===== config.mk =====
export PLATFORM = sky130hd
export DESIGN_NAME = instr_encoder_flat
export DESIGN_NICKNAME = d
export VERILOG_FILES = /design/src/rtl/instr_encoder_pkg.sv /design/src/rtl/instr_encoder_if.sv /design/src/rtl/instr_fifo.sv /design/src/rtl/instr_encoder.sv /design/src/flat_wrapper.sv
export SDC_FILE = /design/constraint.sdc
export NUM_CORES = 1
export LEC_CHECK = 0
export CAP_MARGIN = 40
export CELL_PAD_IN_SITES_DETAIL_PLACEMENT = 1
export CELL_PAD_IN_SITES_GLOBAL_PLACEMENT = 1
export CORE_MARGIN = 5
export CORE_UTILIZATION = 35
export CTS_CLUSTER_SIZE = 8
export DETAILED_ROUTE_END_ITERATION = 10
export GPL_ROUTABILITY_DRIVEN = 0
export GPL_TIMING_DRIVEN = 0
export PLACE_DENSITY_LB_ADDON = 0.1
export SLEW_MARGIN = 0
export SYNTH_ARGS = -nofsm -noshare
export SYNTH_HDL_FRONTEND = slang
export SYNTH_SLANG_ARGS = --single-unit

===== constraint.sdc =====
create_clock -name clk -period 3.4 [get_ports clk]
set_clock_uncertainty 0.15 [all_clocks]
set_input_delay 0.68 -clock clk [delete_from_list [all_inputs] [get_ports clk]]
set_output_delay 0.68 -clock clk [all_outputs]
set_load 0.02 [all_outputs]

===== src/rtl/instr_encoder_pkg.sv =====
// ============================================================================
// Module   : enc_pkg
// Brief    : Shared widths, FIFO depth and FSM state type for instr_encoder.
// Revision : 1.0
// ============================================================================
`default_nettype none

package enc_pkg;

  localparam int OP_W       = 8;
  localparam int IR_W       = 16;
  localparam int ADDR_W     = 8;
  localparam int FIFO_DEPTH = 4;
  localparam int CNT_W      = 9;

  typedef enum logic [1:0] {
    S_IDLE   = 2'd0,
    S_ACTIVE = 2'd1,
    S_DRAIN  = 2'd2,
    S_DONE   = 2'd3
  } state_t;

  // Opcode in the high byte so the ID stage can split it back out unchanged.
  function automatic logic [IR_W-1:0] encode_instr(input logic [OP_W-1:0] code,
                                                   input logic [OP_W-1:0] value);
    return {code, value};
  endfunction

endpackage

`default_nettype wire


===== src/rtl/instr_encoder_if.sv =====
// ============================================================================
// Module   : instr_encoder_if
// Brief    : Session control, opcode handshake and memory write bus.
// Revision : 1.0
// ============================================================================
`default_nettype none

interface instr_encoder_if;
  import enc_pkg::*;

  logic              halt_program;
  logic              start;
  logic [ADDR_W-1:0] base_addr;
  logic [7:0]        length;
  logic              op_valid;
  logic              op_ready;
  logic [OP_W-1:0]   op_code;
  logic [OP_W-1:0]   op_value;
  logic              mem_we;
  logic [ADDR_W-1:0] mem_addr;
  logic [IR_W-1:0]   mem_wdata;
  logic              busy;
  logic              done;
  logic              overflow;

  modport master (
    output halt_program, start, base_addr, length, op_valid, op_code, op_value,
    input  op_ready, mem_we, mem_addr, mem_wdata, busy, done, overflow
  );

  modport slave (
    input  halt_program, start, base_addr, length, op_valid, op_code, op_value,
    output op_ready, mem_we, mem_addr, mem_wdata, busy, done, overflow
  );

endinterface

`default_nettype wire


===== src/rtl/instr_fifo.sv =====
// ============================================================================
// Module   : instr_fifo
// Brief    : Small synchronous FIFO; simultaneous push and pop allowed.
// Revision : 1.0
// ============================================================================
`default_nettype none

module instr_fifo #(
  parameter int DEPTH = 4,
  parameter int WIDTH = 16
) (
  input  wire logic             clk,
  input  wire logic             rst,
  input  wire logic             i_push,
  input  wire logic [WIDTH-1:0] i_wdata,
  input  wire logic             i_pop,
  output logic      [WIDTH-1:0] o_rdata,
  output logic                  o_full,
  output logic                  o_empty
);

  localparam int c_PTR_W = (DEPTH > 1) ? $clog2(DEPTH) : 1;
  localparam int c_CNT_W = $clog2(DEPTH + 1);

  logic [WIDTH-1:0]   r_mem [DEPTH];
  logic [c_PTR_W-1:0] r_wr_ptr;
  logic [c_PTR_W-1:0] r_rd_ptr;
  logic [c_CNT_W-1:0] r_count;
  logic               w_do_push;
  logic               w_do_pop;

  assign o_full    = (r_count == c_CNT_W'(DEPTH));
  assign o_empty   = (r_count == '0);
  assign o_rdata   = r_mem[r_rd_ptr];
  assign w_do_push = i_push && !o_full;
  assign w_do_pop  = i_pop && !o_empty;

  always_ff @(posedge clk or negedge rst) begin
    if (!rst) begin
      r_wr_ptr <= '0;
      r_rd_ptr <= '0;
      r_count  <= '0;
    end else begin
      if (w_do_push)
        r_wr_ptr <= (r_wr_ptr == c_PTR_W'(DEPTH - 1)) ? '0 : r_wr_ptr + 1'b1;
      if (w_do_pop)
        r_rd_ptr <= (r_rd_ptr == c_PTR_W'(DEPTH - 1)) ? '0 : r_rd_ptr + 1'b1;
      if (w_do_push && !w_do_pop)
        r_count <= r_count + 1'b1;
      else if (w_do_pop && !w_do_push)
        r_count <= r_count - 1'b1;
    end
  end

  // Storage is datapath only; validity is tracked by the pointers above.
  always_ff @(posedge clk) begin
    if (w_do_push)
      r_mem[r_wr_ptr] <= i_wdata;
  end

endmodule

`default_nettype wire


===== src/rtl/instr_encoder.sv =====
// ============================================================================
// Module   : instr_encoder
// Brief    : Packs opcode/value pairs into 16-bit words and writes them to
//            consecutive instruction-memory addresses through a 4-deep FIFO.
// Revision : 1.0
// ============================================================================
`default_nettype none

module instr_encoder
  import enc_pkg::*;
(
  input wire logic      clk,
  input wire logic      rst,
  instr_encoder_if.slave bus
);

  state_t            r_state;
  logic [CNT_W-1:0]  r_len;
  logic [CNT_W-1:0]  r_acc;
  logic [CNT_W-1:0]  r_wr;
  logic [ADDR_W-1:0] r_wr_addr;
  logic              r_mem_we;
  logic [ADDR_W-1:0] r_mem_addr;
  logic [IR_W-1:0]   r_mem_wdata;
  logic              r_busy;
  logic              r_done;
  logic              r_overflow;

  logic              w_ready;
  logic              w_accept;
  logic              w_pop;
  logic              w_fifo_full;
  logic              w_fifo_empty;
  logic [IR_W-1:0]   w_fifo_rdata;
  logic              w_in_session;

  assign w_in_session = (r_state == S_ACTIVE) || (r_state == S_DRAIN);
  assign w_ready      = (r_state == S_ACTIVE) && !w_fifo_full && (r_acc < r_len)
                        && !bus.halt_program;
  assign w_accept     = w_ready && bus.op_valid;
  assign w_pop        = w_in_session && !w_fifo_empty && !bus.halt_program;

  instr_fifo #(
    .DEPTH (FIFO_DEPTH),
    .WIDTH (IR_W)
  ) u_fifo (
    .clk     (clk),
    .rst     (rst),
    .i_push  (w_accept),
    .i_wdata (encode_instr(bus.op_code, bus.op_value)),
    .i_pop   (w_pop),
    .o_rdata (w_fifo_rdata),
    .o_full  (w_fifo_full),
    .o_empty (w_fifo_empty)
  );

  always_ff @(posedge clk or negedge rst) begin
    if (!rst) begin
      r_state     <= S_IDLE;
      r_len       <= '0;
      r_acc       <= '0;
      r_wr        <= '0;
      r_wr_addr   <= '0;
      r_mem_we    <= 1'b0;
      r_mem_addr  <= '0;
      r_mem_wdata <= '0;
      r_busy      <= 1'b0;
      r_done      <= 1'b0;
      r_overflow  <= 1'b0;
    end else if (!bus.halt_program) begin
      r_mem_we <= w_pop;
      if (w_pop) begin
        r_mem_addr  <= r_wr_addr;
        r_mem_wdata <= w_fifo_rdata;
        r_wr_addr   <= r_wr_addr + 1'b1;
        r_wr        <= r_wr + 1'b1;
        // Address 0 reached after at least one earlier write means we wrapped.
        if ((r_wr != '0) && (r_wr_addr == '0))
          r_overflow <= 1'b1;
      end
      if (w_accept)
        r_acc <= r_acc + 1'b1;

      case (r_state)
        S_IDLE: begin
          if (bus.start) begin
            r_wr_addr  <= bus.base_addr;
            r_len      <= {1'b0, bus.length};
            r_acc      <= '0;
            r_wr       <= '0;
            r_overflow <= 1'b0;
            if (bus.length == '0) begin
              r_state <= S_DONE;
              r_done  <= 1'b1;
            end else begin
              r_state <= S_ACTIVE;
              r_busy  <= 1'b1;
            end
          end
        end
        S_ACTIVE: begin
          if (w_accept && (r_acc + 9'd1 == r_len))
            r_state <= S_DRAIN;
        end
        S_DRAIN: begin
          if (w_pop && (r_wr + 9'd1 == r_len)) begin
            r_state <= S_DONE;
            r_busy  <= 1'b0;
            r_done  <= 1'b1;
          end
        end
        S_DONE: begin
          r_state <= S_IDLE;
          r_done  <= 1'b0;
        end
        default: r_state <= S_IDLE;
      endcase
    end
  end

  // A write registered just before a halt stays pending and is shown once
  // halt_program drops, so nothing is lost or duplicated.
  assign bus.mem_we    = r_mem_we && !bus.halt_program;
  assign bus.mem_addr  = r_mem_addr;
  assign bus.mem_wdata = r_mem_wdata;
  assign bus.op_ready  = w_ready;
  assign bus.busy      = r_busy;
  assign bus.done      = r_done;
  assign bus.overflow  = r_overflow;

endmodule

`default_nettype wire


===== src/flat_wrapper.sv =====
// flat-port wrapper written by rule: the top's interface ports become plain ports
module instr_encoder_flat import enc_pkg::*;
  (clk, rst, bus_halt_program, bus_start, bus_base_addr, bus_length, bus_op_valid, bus_op_code, bus_op_value, bus_op_ready, bus_mem_we, bus_mem_addr, bus_mem_wdata, bus_busy, bus_done, bus_overflow);
  instr_encoder_if bus_i ();
  input wire logic clk;
  input wire logic rst;
  input wire logic [$bits(bus_i.halt_program)-1:0] bus_halt_program;
  input wire logic [$bits(bus_i.start)-1:0] bus_start;
  input wire logic [$bits(bus_i.base_addr)-1:0] bus_base_addr;
  input wire logic [$bits(bus_i.length)-1:0] bus_length;
  input wire logic [$bits(bus_i.op_valid)-1:0] bus_op_valid;
  input wire logic [$bits(bus_i.op_code)-1:0] bus_op_code;
  input wire logic [$bits(bus_i.op_value)-1:0] bus_op_value;
  output wire logic [$bits(bus_i.op_ready)-1:0] bus_op_ready;
  output wire logic [$bits(bus_i.mem_we)-1:0] bus_mem_we;
  output wire logic [$bits(bus_i.mem_addr)-1:0] bus_mem_addr;
  output wire logic [$bits(bus_i.mem_wdata)-1:0] bus_mem_wdata;
  output wire logic [$bits(bus_i.busy)-1:0] bus_busy;
  output wire logic [$bits(bus_i.done)-1:0] bus_done;
  output wire logic [$bits(bus_i.overflow)-1:0] bus_overflow;
  assign bus_i.halt_program = bus_halt_program;
  assign bus_i.start = bus_start;
  assign bus_i.base_addr = bus_base_addr;
  assign bus_i.length = bus_length;
  assign bus_i.op_valid = bus_op_valid;
  assign bus_i.op_code = bus_op_code;
  assign bus_i.op_value = bus_op_value;
  assign bus_op_ready = bus_i.op_ready;
  assign bus_mem_we = bus_i.mem_we;
  assign bus_mem_addr = bus_i.mem_addr;
  assign bus_mem_wdata = bus_i.mem_wdata;
  assign bus_busy = bus_i.busy;
  assign bus_done = bus_i.done;
  assign bus_overflow = bus_i.overflow;
  instr_encoder u_core (.clk(clk), .rst(rst), .bus(bus_i));
endmodule

# After elaboration in Yosys (flattened, before gate mapping)
# Memory sizes are Yosys's and may differ from the RTL's. A register that Yosys moved wholly into a read port is not among the register bits.
# Cells that the tools add are included.
[op_classes]
n_addsub = 7
n_mul = 0
n_div = 0
magnitude_cmp = 1
n_eq_ne = 13
shift = 0
mux = 32
n_bitwise = 1
reduce_logical = 34
[op_table]
columns = ["cell", "n"]
rows = [
  ["2-to-1 mux 9 bit", 6],
  ["2-to-1 mux 8 bit", 3],
  ["adder 9 x 1 -> 9 bit, second input constant", 2],
  ["== test 9 x 8 -> 1 bit", 2],
  ["zero test 8 bit", 2],
  ["logical AND 1 bit", 14],
  ["2-to-1 mux 1 bit", 12],
  ["2-to-1 mux 2 bit", 6],
  ["AND reduction 5 bit", 2],
  ["less-than comparator 9 x 8 -> 1 bit", 1],
  ["nonzero test 9 bit", 1],
  ["adder 8 x 1 -> 8 bit, second input constant", 1],
  ["== test 2 bit, second input constant", 4],
  ["inequality test 2 bit, second input constant", 4],
  ["one-hot mux 2 bit (4 select lines)", 1],
  ["zero test 1 bit", 6],
  ["2-to-1 mux 3 bit", 2],
  ["adder 2 x 1 -> 2 bit, second input constant", 2],
  ["AND reduction 4 bit", 1],
  ["nonzero test 2 bit", 2],
  ["adder 3 x 1 -> 3 bit, second input constant", 1],
  ["== test 3 bit, second input constant", 1],
  ["zero test 3 bit", 1],
  ["one-hot mux 1 bit (3 select lines)", 1],
  ["other kinds (10)", 10],
]
[totals]
register_bits = 55
latch_bits = 0
ramBits = 64
mem_bits_ro = 0
inputBits = 37
output_inout_bits = 29
word_cells = 102
mem_count = 1
[memory_table]
columns = ["memory", "depth", "width", "read_ports", "rd_ports_with_merged_regs", "write_ports", "line", "rtl"]
rows = [
  ["u_core.u_fifo.r_mem", 4, 16, 1, 1, 1, "instr_fifo.sv:25", "logic [WIDTH-1:0] r_mem [DEPTH];"],
]

# Logic depth before layout (Yosys ltp)
# Gate-level depths: netlist of run 1.
[depth]
ltp_word = 11
mapped_depth = 13
depth_no_buf = 12

# Cells and area by module
# Synthesis of run 1 repeated with hierarchy kept, for this count alone.
[hier_totals]
cells_unflattened = 503
hier_area_um2 = 6433.7
[modules_own_cells]
columns = ["mod", "instances", "cells_each", "area_each_um2", "seq_area_each_um2"]
rows = [
  ["instr_encoder", 1, 382, 3676.0, 1601.5],
  ["instr_fifo", 1, 121, 2757.6, 2097.0],
]

# Worst setup path before layout of run 1
# OpenSTA, ideal clock, no wires.
[synth_path]
kind = "input to register"
from = "input bus_halt_program"
to = "register u_core.u_fifo.r_count[2]"
setup_time_ns = 0.079
arrival_time_ns = 2.779
t_required_ns = 3.171
slack_ns = 0.392
cell_stages = 11
n_path_buf = 1
cell_sequence = "or4b_1 > a21oi_1 > nand2_1 > nor2_2 > clkbuf_1 > ha_1 > inv_1 > fa_1 > xor2_1 > nor2_1 > xor2_1"
[synth_between]
elab_chain_len = 7
elab_cells_between_ends = 12
classes_between = "1 x mux; 11 x reduce/logical"
[synth_rtl]
columns = ["item", "line", "rtl"]
rows = [
  ["from (decl)", "flat_wrapper.sv:7", "input wire logic [$bits(bus_i.halt_program)-1:0] bus_halt_program;"],
  ["zero test 1 bit *", "instr_encoder.sv:39", "&& !bus.halt_program;"],
  ["logical AND 1 bit *", "instr_encoder.sv:39", ""],
  ["logical AND 1 bit *", "instr_encoder.sv:40", "assign w_accept = w_ready && bus.op_valid;"],
  ["logical AND 1 bit *", "instr_fifo.sv:35", "assign w_do_push = i_push && !o_full;"],
  ["via u_core.u_fifo.w_do_push", "instr_fifo.sv:29", "logic w_do_push;"],
  ["zero test 1 bit", "instr_fifo.sv:50", "else if (w_do_pop && !w_do_push)"],
  ["logical AND 1 bit", "instr_fifo.sv:50", ""],
  ["nonzero test 2 bit (no source line)", "--", ""],
  ["to (signal assigned)", "instr_fifo.sv:49", "r_count <= r_count + 1'b1;"],
  ["to (signal assigned)", "instr_fifo.sv:51", "r_count <= r_count - 1'b1;"],
  ["to (decl)", "instr_fifo.sv:28", "logic [c_CNT_W-1:0] r_count;"],
]
# The timed path passes the listed nets; every way through them passes the cells marked *.
# A chain may end at the register's enable or synchronous reset.

# Worst setup path in the final report of run 1
[layout_path]
from = "register u_core.r_state[1]"
to = "register u_core.u_fifo.r_count[2]"
[layout_between]
elab_chain_len = 9
elab_cells_between_ends = 17
classes_between = "2 x eq/ne; 1 x mux; 14 x reduce/logical"
[layout_rtl]
columns = ["item", "line", "rtl"]
rows = [
  ["from (decl)", "instr_encoder.sv:17", "state_t r_state;"],
  ["from (signal assigned)", "instr_encoder.sv:59", "r_state <= S_IDLE;"],
  ["from (signal assigned)", "instr_encoder.sv:93", "r_state <= S_DONE;"],
  ["from (signal assigned)", "instr_encoder.sv:96", "r_state <= S_ACTIVE;"],
  ["== test 2 x 1 -> 1 bit *", "instr_encoder.sv:38", "assign w_ready = (r_state == S_ACTIVE) && !w_fifo_full && (r_acc < r_len)"],
  ["logical AND 1 bit * (2 in a row)", "instr_encoder.sv:38", ""],
  ["logical AND 1 bit *", "instr_encoder.sv:39", ""],
  ["logical AND 1 bit *", "instr_encoder.sv:40", ""],
  ["logical AND 1 bit *", "instr_fifo.sv:35", ""],
  ["via u_core.u_fifo.w_do_push", "instr_fifo.sv:29", ""],
  ["zero test 1 bit", "instr_fifo.sv:50", ""],
  ["logical AND 1 bit", "instr_fifo.sv:50", ""],
  ["nonzero test 2 bit (no source line)", "--", ""],
]
# Marks and branches as above.

==> results.sh, run 1 <==
export IMPL_status="finished, final reports clean"
export IMPL_synthesis_nets=600
export IMPL_hp_class="input port to asynchronous set/reset pin"
export IMPL_cts_root_buf="clkbuf_16"
export IMPL_peakVddDrop_uv=406.5
export IMPL_drive_gt1_share_pct=12.36
export IMPL_post_route_util_pct=44.53
export IMPL_die_w_um=144.7
export IMPL_drv_slew=0
export IMPL_p_int_mw=4.159
export IMPL_placedCellCount=837
export IMPL_setup_slack_ps=154.2
export IMPL_cts_buffer_depth=2
export IMPL_yosys_warnings=0
export IMPL_rsz0062_at_grt="true"
export IMPL_io_buffers=65
export IMPL_rows=49
export IMPL_avgSynthCellArea_um2=11.81
export IMPL_vias_per_cell=5.161
export IMPL_power_density_nw_per_um2=848.7
export IMPL_final_seq_area_um2=3699
export IMPL_boundaryPins=66
export IMPL_hold_viol_final=0
export IMPL_drtIter0Drc=162
export IMPL_firstDrtPassIters=4
export IMPL_multi_input_area_um2=2476
export IMPL_fp_coreArea_um2=17900
export IMPL_grt_max_degree=42
export IMPL_ys_seq_area_share_pct=58.23
export IMPL_instances_no_fill=868
export IMPL_grt_pass1_wl_um=27440
export IMPL_yosys_area_top_type_share_pct=30.26
export IMPL_crit_arrival_ps=3440
export IMPL_worstSetupPathType="flop to flop"
export IMPL_synth_edf_count=64
export IMPL_post_route_drc_count=0
export IMPL_synth_area_leaders="edfxtp_1 (30%), dfrtp_1 (28%), nand2_1 (6.0%), mux4_2 (5.7%), ha_1 (4.7%)"
export IMPL_ys_types=56
export IMPL_cts_tree="yes"
export IMPL_post_drt_wl_per_cell_um=19.38
export IMPL_cts_inserted_buffers=17
export IMPL_finalWirelength_um=16830
export IMPL_synth_main_ff_cell="dfrtp_1"
export IMPL_pre_cts_ws_ps=-754.9
export IMPL_tightestPinTransition_ps=916.7
export IMPL_grt_overflow=0
export IMPL_slowest_delay_ps=470
export IMPL_antennaDiodeCount=0
export IMPL_n_fill_cell=1924
export IMPL_clkPwrFrac_pct=26.8
export IMPL_slew_headroom_pct=38.66
export IMPL_dieArea_um2=20940
export IMPL_final_min_clock_period_ps=3246
export IMPL_yosysMostFrequentCell="nand2_1"
export IMPL_cts_sinks=135
export IMPL_crit_slowest_cell="or4b_1"
export IMPL_cap_violations=0
export IMPL_antenna_found_initial=1
export IMPL_period_share_pct=95.46
export IMPL_postCtsHoldBufs=0
export IMPL_required_ps=3600
export IMPL_nets=688
export IMPL_crit_chain="inv_1 -> ha_2 -> or4b_1 -> a21oi_2 -> nand2_1 -> nor2_4 -> buf_4 -> ha_1 -> inv_1 -> fa_1 -> xor2_1 -> nor2_1 -> xor2_1"
export IMPL_swShare_pct=38.52
export IMPL_postRouteAntennaNets=0
export IMPL_setup_viol=0
export IMPL_clk_pin_slew_ps=70
export IMPL_synth_top_area_cell="edfxtp_1"
export IMPL_end_kind="flop"
export IMPL_syn_inst=538
export IMPL_grt_total_usage_pct=17.43
export IMPL_p_leak_nw=3.178
export IMPL_pwr_share_comb_pct=37.0
export IMPL_seqPwrFrac_pct=36.3
export IMPL_htree_levels=4
export IMPL_synth_seq_cells=135
export IMPL_p_sw_mw=2.606
export IMPL_worst_setup_path_start_kind="flop"
export IMPL_syn_to_final_growth_pct=25.51
export IMPL_crit_path_max_fanout=10
export IMPL_vias=4480
export IMPL_initial_utilization_pct=35.48
export IMPL_grt_pass1_vias=5094
export IMPL_worst_skew_pair_late_latency_ps=430
export IMPL_synthArstFlopShare_pct=52.59
export IMPL_die_height_um=144.7
export IMPL_dp_hpwl_um=12290
export IMPL_netlist_area_um2=6351
export IMPL_clock_fmax_mhz=308.1
export IMPL_synth_common_cells="nand2_1 (101), dfrtp_1 (71), edfxtp_1 (64)"
per-stage QoR:
stage / hold WS [ps] / cell area, um^2 / total power [mW] / setup TNS, ps
finish: 53.29 / 7971 / 6.765 / 0
global route: 68.40 / 7971 / 7.256 / -33.24
CTS: 52.50 / 7961 / 6.883 / 0
detailed placement: 321.2 / 7373 / 5.029 / -31210
global placement: 308.2 / 7288 / 4.926 / -145180
floorplan: 234.4 / 6351 / 4.027 / 0
sequential cells by signal (all words and copies together) (netlist names), 3 cells and up:
signal and cells:
u_core.u_fifo.r_mem 64, u_core.bus.mem_wdata 16, u_core.r_acc 9, u_core.r_wr 9, u_core.bus.mem_addr 8, u_core.r_len 8, u_core.r_wr_addr 8, u_core.u_fifo.r_count 3
final timing paths:
path                                   start                        end  slack [ps]  cells after the start
hold reg to reg              u_core.r_mem_we            u_core.r_mem_we         340                      2
min in group clk             u_core.r_mem_we            u_core.r_mem_we         340                      2
hold / removal                           rst            u_core.r_acc[2]          50                      1
setup reg to reg           u_core.r_state[1]   u_core.u_fifo.r_count[2]         150                     13
max in group asynchronous                rst  u_core.u_fifo.r_rd_ptr[1]        2470                      2
setup / recovery           u_core.r_state[1]   u_core.u_fifo.r_count[2]         150                     13
final cells by class:
type	count	share of cell area, %
Clock buffer	17	5.337
Inverter	21	0.9889
Clock inverter	15	1.899
Tap cell	229	3.594
Multi-Input combinational cell	355	31.06
Buffer	26	1.475
Sequential cell	135	46.40
Timing Repair Buffer	70	9.245
kinds of logic (layout without fill, tap and decap cells):
family                     Yosys count  in the layout  share of synthesized area, %
adders and majority gates           25             25                         5.043
DFF                                135            135                         58.23
xor gates and xnor gates            31             31                         4.393
buffers and inverters               48            149                         3.073
AOI/OAI and AO/OA                   87             87                         8.590
and+or+nand+nor                    191            191                         14.16
muxes                               21             21                         6.501
metal layers:
metal | wire length [um] | vias to the layer above | track usage (%) | part of all wire (%)
met4 | 284 | 2 | 6.333 | 1.7
met3 | 537 | 27 | 3.746 | 3.2
met2 | 8713 | 73 | 30.65 | 52
li1 | - | 2094 | - | -
met1 | 7275 | 2284 | 21.10 | 43
met5 | 13 | - | 0 | 0.077
placed cells by master, fill, tap and decap left out, types with 3 or more instances in the layout:
cell / Yosys / final
or3_1: 3 / 3
o21ai_0: 21 / 21
inv_8: 0 / 6
dfrtp_1: 71 / 71
nand4_1: 8 / 8
xnor2_1: 14 / 14
clkdlybuf4s50_1: 0 / 62
buf_2: 6 / 6
o31ai_1: 7 / 7
mux4_2: 16 / 16
xor2_1: 16 / 16
ha_1: 24 / 23
o22a_1: 6 / 6
buf_8: 0 / 4
nor3_1: 10 / 10
inv_1: 20 / 20
nor2b_1: 3 / 3
nand2_1: 101 / 101
clkbuf_16: 0 / 17
clkbuf_1: 18 / 15
a31oi_1: 5 / 5
o21ai_1: 11 / 11
mux2i_1: 3 / 3
nor2_1: 27 / 26
and2_1: 4 / 4
nor4_1: 3 / 3
inv_6: 0 / 4
nand3_1: 14 / 14
edfxtp_1: 64 / 64
a21oi_1: 22 / 21
a21o_1: 3 / 3
power by group through the flow:
stage                     clock network, mW  logic (mW)  registers, mW
after floorplan                           0        1.48           2.54
after global placement                    0        2.46           2.46
after detailed placement                  0        2.54           2.49
after CTS                              1.85        2.57           2.46
after global routing                   1.93        2.81           2.51
final                                  1.81        2.50           2.45
worst max-delay path: cells and delay by family (launching register included):
kind / cells / cell delay, ps
and+or+nand+nor: 4 / 890
AOI/OAI and AO/OA: 1 / 190
DFF: 1 / 400
xor gates and xnor gates: 2 / 320
adders and majority gates: 3 / 810
buffers and inverters: 3 / 390
timing repair:
action	in CTS	in global routing
resized for setup	7	4
setup buffers	0	0
setup endpoints to repair	43	2
Note: power is estimated with default switching activity, not from simulation.
==> inputs of run 2 (changes only) <==
--- a/config.mk
+++ b/config.mk
@@ -10,11 +10,11 @@
 export CELL_PAD_IN_SITES_GLOBAL_PLACEMENT = 1
 export CORE_MARGIN = 5
 export CORE_UTILIZATION = 35
-export CTS_CLUSTER_SIZE = 8
+export CTS_CLUSTER_SIZE = 40
 export DETAILED_ROUTE_END_ITERATION = 10
 export GPL_ROUTABILITY_DRIVEN = 0
 export GPL_TIMING_DRIVEN = 0
-export PLACE_DENSITY_LB_ADDON = 0.1
+export PLACE_DENSITY = 0.66
 export SLEW_MARGIN = 0
 export SYNTH_ARGS = -nofsm -noshare
 export SYNTH_HDL_FRONTEND = slang
==> run 2 against run 1 <==
Global-route usage is 0.13 points lower. Setup slack worse by 5.6 ps. Cell area is 0.13% lower. Cell count is 0.12% higher. Utilization is 0.056 points lower. Combinational power hardly changed. Critical path depth is 6 lower. Fmax is 0.17% lower.
==> results.sh, run 2 (synthesis gave the netlist of run 1 again) <==
export IMPL_tightestPinTransition_ps=826.8
export IMPL_postRouteAntennaNets=0
export IMPL_mostFrequentLayoutCell="nand2_1"
export IMPL_initial_utilization_pct=35.48
export IMPL_setup_viol=0
export IMPL_cts_sinks=135
export IMPL_slew_headroom_pct=44.88
export IMPL_vias=4498
export IMPL_peakVddDrop_uv=454.3
export IMPL_boundaryPins=66
export IMPL_worst_setup_path_start_kind="flop"
export IMPL_cap_violations=0
export IMPL_drv_slew=0
export IMPL_hold_viol_final=0
export IMPL_placedCellCount=837
export IMPL_report_power_total_mw=6.792
export IMPL_instances_no_fill=869
export IMPL_worstSetupPathType="flop to output port"
export IMPL_worst_skew_pair_late_latency_ps=430
export IMPL_post_drt_wl_per_cell_um=19.35
export IMPL_dp_hpwl_um=11990
export IMPL_nets=689
export IMPL_crit_arrival_ps=2420
export IMPL_grt_pass1_vias=5006
export IMPL_clk_pin_slew_ps=60
export IMPL_grt_overflow=0
export IMPL_die_w_um=144.7
export IMPL_multi_input_area_um2=2465
export IMPL_rows=49
export IMPL_fp_coreArea_um2=17900
export IMPL_status="finished, final reports clean"
export IMPL_required_ps=2570
export IMPL_dieArea_um2=20940
export IMPL_largest_register_ff_count=64
export IMPL_grt_pass1_wl_um=27230
export IMPL_cts_buffer_depth=2
export IMPL_hp_class="input port to asynchronous set/reset pin"
export IMPL_largest_register="u_core.u_fifo.r_mem"
export IMPL_final_min_clock_period_ps=3251
export IMPL_syn_to_final_growth_pct=25.35
export IMPL_postCtsHoldBufs=0
export IMPL_r2r_cells=12
export IMPL_period_share_pct=95.63
export IMPL_post_route_util_pct=44.47
export IMPL_htree_levels=4
export IMPL_die_height_um=144.7
export IMPL_n_fill_cell=1942
export IMPL_post_route_drc_count=0
export IMPL_layout_common_cells="nand2_1 (101), dfrtp_1 (69), edfxtp_1 (64), clkdlybuf4s50_1 (62), nor2_1 (26)"
export IMPL_p_leak_nw=3.187
export IMPL_reg2reg_slack_ps=220
export IMPL_vias_per_cell=5.176
export IMPL_crit_path_max_fanout=7
export IMPL_antennaDiodeCount=0
export IMPL_cts_root_buf="clkbuf_16"
export IMPL_reg2reg_from="u_core.r_acc[7]"
export IMPL_drive_gt1_share_pct=12.34
export IMPL_antenna_found_initial=2
export IMPL_clock_fmax_mhz=307.6
export IMPL_drtIter0Drc=201
export IMPL_timing_rr_end="u_core.u_fifo.r_count[2]"
export IMPL_firstDrtPassIters=4
export IMPL_io_buffers=65
export IMPL_grt_total_usage_pct=17.30
export IMPL_finalWirelength_um=16820
export IMPL_cts_tree="yes"
export IMPL_cts_inserted_buffers=17
export IMPL_end_kind="output port"
export IMPL_grt_max_degree=38
export IMPL_power_density_nw_per_um2=853.2
export IMPL_final_seq_area_um2=3701
## run 2: cell types whose count changed in the layout (fill, tap and decap cells not counted), sizes merged
cell	change
clkbuf	-1
clkinv	+2
clkinvlp	-2
bufinv	+1
inv	-1
buf	+2
## run 2: critical path: stages (launching register included)
cell           delay, ps
dfrtp_1              530
inv_1                100
ha_1                 290
o211a_1              140
o31ai_1               60
a31oi_1              430
nor2b_1              100
dlygate4sd2_1        350
## run 2: cell type report
| cell class | count | area share (%) |
|---|---|---|
| tap | 229 | 3.599 |
| timing repair buffer | 72 | 9.209 |
| clock inverter | 15 | 1.996 |
| clock buffer | 17 | 5.343 |
| buffer | 25 | 1.414 |
| multi-input combinational | 355 | 30.96 |
| sequential | 135 | 46.49 |
| inverter | 21 | 0.9901 |
## run 2: stage by stage
| stage | setup TNS, ps | instance area (um^2) | hold slack [ps] | worst slack, ps |
|---|---|---|---|---|
| 2_1_floorplan | 0 | 6351 | 234.4 | 391.8 |
| 3_3_place_gp | -126850 | 7288 | 306.2 | -1253 |
| 3_5_place_dp | -27210 | 7355 | 317.2 | -645.7 |
| 4_1_cts | 0 | 7946 | 80.96 | 32.87 |
| 5_1_grt | -1.340 | 7961 | 101.5 | -1.340 |
| 6_report | 0 | 7961 | 85.16 | 148.6 |
## run 2: worst max path at each step
| stage | startpoint | to |
|---|---|---|
| floorplan | bus_halt_program | u_core.u_fifo.r_count[2] |
| global placement | rst | u_core.bus.mem_wdata[11] |
| detailed placement | bus_halt_program | u_core.u_fifo.r_count[2] |
| CTS | bus_halt_program | u_core.u_fifo.r_count[2] |
| global route | u_core.r_state[1] | u_core.u_fifo.r_count[2] |
| finish | u_core.r_len[2] | bus_op_ready |
## run 2: per-layer routing
| metal | track usage [%] | share of wire (%) | vias to the layer above |
|---|---|---|---|
| met5 | 0 | 0.15 | - |
| met4 | 5.793 | 1.8 | 4 |
| met3 | 4.305 | 3.8 | 24 |
| met2 | 30.65 | 52 | 71 |
| met1 | 20.57 | 42 | 2301 |
| li1 | - | - | 2098 |
## run 2: power by group
part / switching [mW] / internal (mW)
Combinational: 1.41 / 1.08
Sequential: 0.352 / 2.10
Clock: 0.815 / 1.04
Total: 2.58 / 4.22
## run 2: timing repair
item / 4_1_cts / 5_1_grt
pin swaps: 0 / 1
setup buffers: 0 / 2
gates resized for setup: 6 / 4
setup endpoints to repair: 27 / 3
==> inputs of run 3 (changes only) <==
--- a/config.mk
+++ b/config.mk
@@ -6,15 +6,14 @@
 export NUM_CORES = 1
 export LEC_CHECK = 0
 export CAP_MARGIN = 40
-export CELL_PAD_IN_SITES_DETAIL_PLACEMENT = 1
-export CELL_PAD_IN_SITES_GLOBAL_PLACEMENT = 1
 export CORE_MARGIN = 5
 export CORE_UTILIZATION = 35
 export CTS_CLUSTER_SIZE = 40
 export DETAILED_ROUTE_END_ITERATION = 10
 export GPL_ROUTABILITY_DRIVEN = 0
 export GPL_TIMING_DRIVEN = 0
-export PLACE_DENSITY = 0.66
+export MAX_ROUTING_LAYER = met4
+export PLACE_DENSITY = 0.56
 export SLEW_MARGIN = 0
 export SYNTH_ARGS = -nofsm -noshare
 export SYNTH_HDL_FRONTEND = slang
==> run 3 against run 2 <==
Sequential power about the same. Critical path type is now flop to flop. Flip-flop and latch count unchanged. Critical endpoint is now u_core.u_fifo.r_count[2]. Register-to-register slack worse by 30 ps. Largest power group is now sequential cells. Non-clock buffer count fell by 1.
==> results.sh, run 3 (synthesis gave the netlist of run 1 again) <==
export IMPL_reg2reg_slack_ps=190
export IMPL_final_min_clock_period_ps=3209
export IMPL_post_drt_wl_per_cell_um=17.24
export IMPL_grt_overflow=0
export IMPL_slew_headroom_pct=49.55
export IMPL_crit_arrival_ps=3390
export IMPL_rows=49
export IMPL_drive_gt1_share_pct=12.21
export IMPL_crit_path_max_fanout=10
export IMPL_drv_slew=0
export IMPL_hold_viol_final=0
export IMPL_crit_chain="inv_1 -> ha_1 -> or4b_1 -> a21oi_2 -> nand2_1 -> nor2_4 -> clkbuf_4 -> ha_1 -> inv_1 -> fa_1 -> xor2_1 -> nor2_1 -> xor2_1"
export IMPL_initial_utilization_pct=35.48
export IMPL_largest_register="u_core.u_fifo.r_mem"
export IMPL_postRouteAntennaNets=0
export IMPL_crit_slowest_cell="or4b_1"
export IMPL_firstDrtPassIters=6
export IMPL_n_fill_cell=1689
export IMPL_boundaryPins=66
export IMPL_die_height_um=144.7
export IMPL_vias=4389
export IMPL_status="finished, final reports clean"
export IMPL_tightestPinTransition_ps=756.8
export IMPL_grt_total_usage_pct=15.86
export IMPL_path_delay_family="simple AND/OR/NAND/NOR gates"
export IMPL_setup_viol=0
export IMPL_topRoutingLayerUsed="met4"
export IMPL_antennaDiodeCount=0
export IMPL_timing_rr_end="u_core.u_fifo.r_count[2]"
export IMPL_slowest_delay_ps=470
export IMPL_wl_met2_um=7340
export IMPL_syn_to_final_growth_pct=26.38
export IMPL_nets=688
export IMPL_largest_register_ff_count=64
export IMPL_dp_hpwl_um=10670
export IMPL_worst_path_buf_inv=3
export IMPL_hp_class="input port to asynchronous set/reset pin"
export IMPL_worst_skew_pair_late_latency_ps=420
export IMPL_cts_inserted_buffers=17
export IMPL_wl_met3_um=791
export IMPL_fp_coreArea_um2=17900
export IMPL_grt_pass1_wl_um=24740
export IMPL_pre_cts_ws_ps=-653.7
export IMPL_clock_fmax_mhz=311.6
export IMPL_io_buffers=65
export IMPL_htree_levels=4
export IMPL_grt_pass1_vias=4597
export IMPL_setup_slack_ps=191.2
export IMPL_clk_pin_slew_ps=60
export IMPL_power_density_nw_per_um2=856.8
export IMPL_antenna_found_initial=0
export IMPL_cts_root_buf="clkbuf_16"
export IMPL_dieArea_um2=20940
export IMPL_holdWs_ps=34.75
export IMPL_vias_per_cell=5.056
export IMPL_crit_cells=13
export IMPL_worst_setup_path_start_kind="flop"
export IMPL_post_route_drc_count=0
export IMPL_die_w_um=144.7
export IMPL_wl_met1_um=6741
export IMPL_end_kind="flop"
export IMPL_r2r_cells=13
export IMPL_cts_sinks=135
export IMPL_finalWirelength_um=14960
export IMPL_layout_common_cells="nand2_1 (101), dfrtp_1 (71), edfxtp_1 (64), clkdlybuf4s50_1 (62), nor2_1 (26)"
export IMPL_period_share_pct=94.38
export IMPL_drtIter0Drc=274
export IMPL_cap_violations=0
export IMPL_peakVddDrop_uv=408.3
export IMPL_required_ps=3580
export IMPL_grt_max_degree=48
export IMPL_rsz0062_at_grt="false"
export IMPL_report_power_total_mw=6.877
export IMPL_p_leak_nw=3.210
export IMPL_mostFrequentLayoutCell="nand2_1"
export IMPL_reg2reg_from="u_core.r_state[1]"
export IMPL_worstSetupPathType="flop to flop"
export IMPL_cts_buffer_depth=2
export IMPL_cts_tree="yes"
## run 3: cell count changes in the layout (fill, tap and decap cells not counted), moves of 3 or more
cell,previous run,this run
inv_8,6,1
buf_4,4,1
buf_6,4,1
buf_8,1,4
bufinv_16,1,4
## run 3: final cells by class
type                    count  area (um^2)  share of cell area, %
inverters                  21        78.83                 0.9821
well taps                 229        286.5                  3.570
multi-input cells         355         2469                  30.76
plain buffers              26        117.6                  1.465
flip-flops and latches    135         3699                  46.08
clock inverters            15        214.0                  2.666
repair buffers             70        737.0                  9.182
clock buffers              17        425.4                  5.300
## run 3: worst max path at each step
| stage | from | end | slack, ps |
|---|---|---|---|
| 2_1_floorplan | bus_halt_program | u_core.u_fifo.r_count[2] | 390 |
| 3_3_place_gp | rst | u_core.bus.mem_wdata[14] | -1120 |
| 3_5_place_dp | bus_halt_program | u_core.u_fifo.r_count[2] | -650 |
| 4_1_cts | bus_halt_program | u_core.u_fifo.r_count[2] | 30 |
| 5_1_grt | u_core.r_len[2] | bus_op_ready | 2 |
| 6_report | u_core.r_state[1] | u_core.u_fifo.r_count[2] | 190 |
## run 3: worst register-to-register path, cell delays in order (launching register included)
cell and delay, ps:
dfrtp_1 400, inv_1 130, ha_1 230, or4b_1 470, a21oi_2 180, nand2_1 130
nor2_4 160, clkbuf_4 230, ha_1 200, inv_1 60, fa_1 370, xor2_1 170
nor2_1 110, xor2_1 150
## run 3: metrics by stage
| stage | instances | cell area [um^2] | setup TNS (ps) | utilization (%) |
|---|---|---|---|---|
| finish | 868 | 8026 | 0 | 44.84 |
| global route | 868 | 8026 | 0 | 44.84 |
| CTS | 869 | 8023 | 0 | 44.81 |
| detailed placement | 837 | 7373 | -17290 | 41.19 |
| global placement | 832 | 7288 | -120670 | 40.71 |
| floorplan | 538 | 6351 | 0 | - |
## run 3: metal layers
layer  vias to the layer above  track usage (%)
met5                         -                -
met4                         0            4.026
met3                         8            4.469
met2                       105            24.60
met1                      2171            20.75
li1                       2105                -
## run 3: power by group
part           leakage, nW  internal (mW)  switching (mW)
Sequential            1.47           2.10           0.349
Combinational         1.43           1.08            1.36
Clock                0.311           1.25           0.740
Total                 3.21           4.43            2.45
## run 3: repair_timing
item,4_1_cts,5_1_grt
hold buffers,0,0
endpoints found under the hold margin,0,0
gates resized for setup,6,2
setup endpoints to repair,3,2
buffers inserted,0,0
cloned,0,0
==> patch, RTL diff (config.mk and constraints of run 3) <==
Encoding of `state_t`: now one-hot (4 bits for 4 states).
--- a/src/rtl/instr_encoder_pkg.sv
+++ b/src/rtl/instr_encoder_pkg.sv
@@ -13,11 +13,11 @@
   localparam int FIFO_DEPTH = 4;
   localparam int CNT_W      = 9;
 
-  typedef enum logic [1:0] {
-    S_IDLE   = 2'd0,
-    S_ACTIVE = 2'd1,
-    S_DRAIN  = 2'd2,
-    S_DONE   = 2'd3
+  typedef enum logic [3:0] {
+    S_IDLE   = 4'b0001,
+    S_ACTIVE = 4'b0010,
+    S_DRAIN  = 4'b0100,
+    S_DONE   = 4'b1000
   } state_t;
 
   // Opcode in the high byte so the ID stage can split it back out unchanged.
Check against the original RTL: no difference found for any inputs over 4 cycles, from zero or initial values and one cycle with rst low; so few cycles prove little.
==> patch against run 3 <==
Design area up 1.9%; sequential power down 2%; total power down 8.3%; sequential share of layout area down 0.19 points; global-route usage up 0.096 points; worst setup slack better by 0.0053 ns; synthesized area up 3.8%; sequential cell count up 2; die area up 3.5%; wire length up 8.1%; combinational power down 9.0%; critical path type unchanged.
==> patch: results (changes against run 3) <==
Cells and area
  – Share of post-route cells with drive strength above 1: 0.133 (+0.0113)
  – Largest reg by FF count: u_core.u_fifo.r_mem
  – Ant diodes: 0 (unchanged)
  – Max FFs per register: 64 (unchanged)
  – Net total in the final layout: 719 (+4.5%)
  – Filler cells: 1,779 (+5.3%)
  – Final instance count without filler cells: 909 (+4.7%)

Place
  – Placed Instances: 874 (+4.4%)
  – Setup Slack @ Placement: -0.391 ns (+0.263 ns)
  – # port buffers: 64 (-1.5%)
  – DP Area: 0.00761 mm² (+3.2%)
  – Placed wire-length estimate: 11.5 mm (+7.3%)

Critical path
  – CP max-delay cell: sky130_fd_sc_hd__fa_1
  – Beginning of the critical path: u_core.r_state[3]
  – Timing endpoint of the critical path: u_core.u_fifo.r_count[2]
  – Worst-path fanout max: 10 (unchanged)
  – Slack of the worst reg-to-reg path: 0.20 ns
  – Highest cell delay on the worst timing path: 0.37 ns (-0.10 ns)
  – Delay-heaviest family, CP: simple AND/OR/NAND/NOR gates
  – CP arrival: 3.39 ns (about the same)
  – Reg2reg path depth: 13 (unchanged)

Global route
  – First-pass GRT wire length: 26.3 mm (+6.4%)
  – Antenna violations before repair: 0 (unchanged)
  – Vias in the first global route: 4,958 (+7.9%)
  – Global router's overall resource usage: 0.160 (+0.000960)
  – Largest net degree at the start of global routing: 49 (+2.1%)

Clocking
  – Deepest clock path buffer count: 2 (unchanged)
  – Root Driver: sky130_fd_sc_hd__clkbuf_16
  – CTS H-tree depth: 4 (unchanged)
  – Register clock-pin slew on the reported worst setup and hold paths: 0.06 ns (about the same)
  – Clk_lat worst skew: 0.42 ns (about the same)
  – TritonCTS buffer count: 17 (unchanged)

Synth
  – Distinct cell type count after synthesis: 64 (+14%)
  – Average instance area after synthesis: 11.5 µm² (-2.2%)
  – Net count after synthesis: 628 (+4.7%)
  – Most used flip-flop cell after synthesis: sky130_fd_sc_hd__dfrtp_1
  – Sequential area share after synthesis: 0.569 (-0.0134)
  – Cell types occupying the most area after synthesis: sky130_fd_sc_hd__edfxtp_1 (29%), sky130_fd_sc_hd__dfrtp_1 (27%), sky130_fd_sc_hd__nand2_1 (5.7%), sky130_fd_sc_hd__mux4_2 (5.5%), sky130_fd_sc_hd__ha_1 (3.6%)
  – Most used standard cells in the synthesized netlist: sky130_fd_sc_hd__nand2_1 (100), sky130_fd_sc_hd__dfrtp_1 (72), sky130_fd_sc_hd__edfxtp_1 (64)
  – Fraction of registers with async set or reset after synthesis: 0.533 (+0.00692)
  – Yosys synthesis warning count: 0 (unchanged)
  – Post-synth EDFFs: 64 (unchanged)

Drt
  – First-pass DRT Iterations: 7 (+1)
  – Routed Wire Length: 16.2 mm (+8.1%)
  – Average via count per standard cell: 5.21 (+3.0%)
  – DRC: 0 (unchanged)
  – Count of routing violations after the opening detailed-route iteration: 200 (-27%)

Min path
  – Type of the tightest min-delay check: in -> async

Run status
  – Result of the run: finished, final reports clean

STA
  – Max frequency: 312 MHz (+0.16%)
  – Worst slew margin relative to its limit: 0.524 (+0.0288)

Power and ir drop
  – Worst IR drop on VDD: 433 µV (+5.9%)
  – Leakage Power: 3.24 nW (+0.87%)
## patch: logic make-up (layout without fill, tap and decap cells)
group,after synthesis,in the layout,share of synthesized area
AOI/OAI and AO/OA,98,98,0.0995
xor gates and xnor gates,29,29,0.0385
adders and majority gates,20,20,0.0391
buffers and inverters,60,164,0.0437
DFF,137,137,0.569
muxes,22,22,0.0642
and+or+nand+nor,205,205,0.146
## patch: what timing repair did
item / 4_1_cts / 5_1_grt
resized for setup: 7 / 7
buffers inserted: 0 / 4
setup endpoints to repair: 3 / 3
## patch: layer usage
metal	wire length, µm	track usage	part of all wire	vias up
met5	0	-	0	-
met4	248	0.0494	0.015	0
li1	-	-	-	2228
met1	7120	0.200	0.44	2354
met2	8010	0.255	0.49	131
met3	809	0.0416	0.050	21
## patch: worst min path at each step
| stage | endpoint | slack (ns) | cells after the start |
|---|---|---|---|
| 2_1_floorplan | u_core.bus.busy | 0.23 | 0 |
| 3_3_place_gp | u_core.r_mem_we | 0.31 | 2 |
| 3_5_place_dp | u_core.r_mem_we | 0.31 | 2 |
| 4_1_cts | u_core.r_mem_we | 0.03 | 1 |
| 5_1_grt | u_core.u_fifo.r_wr_ptr[1] | 0.05 | 1 |
| 6_report | u_core.r_len[6] | 0.04 | 1 |
## patch: power breakdown
group / switching (mW) / internal (mW)
sequential: 0.322 / 2.09
combinational: 1.22 / 1.02
clock: 0.726 / 0.934
total: 2.26 / 4.04
## patch: final cells by class
class / instances / area (µm²) / share of cell area
sequential: 137 / 3750 / 0.459
clock buffer: 19 / 433 / 0.0529
tap: 234 / 293 / 0.0358
multi-input combinational: 374 / 2560 / 0.313
buffer: 36 / 205 / 0.0251
timing repair buffer: 73 / 751 / 0.0918
inverter: 23 / 86.3 / 0.0106
clock inverter: 13 / 95.1 / 0.0116
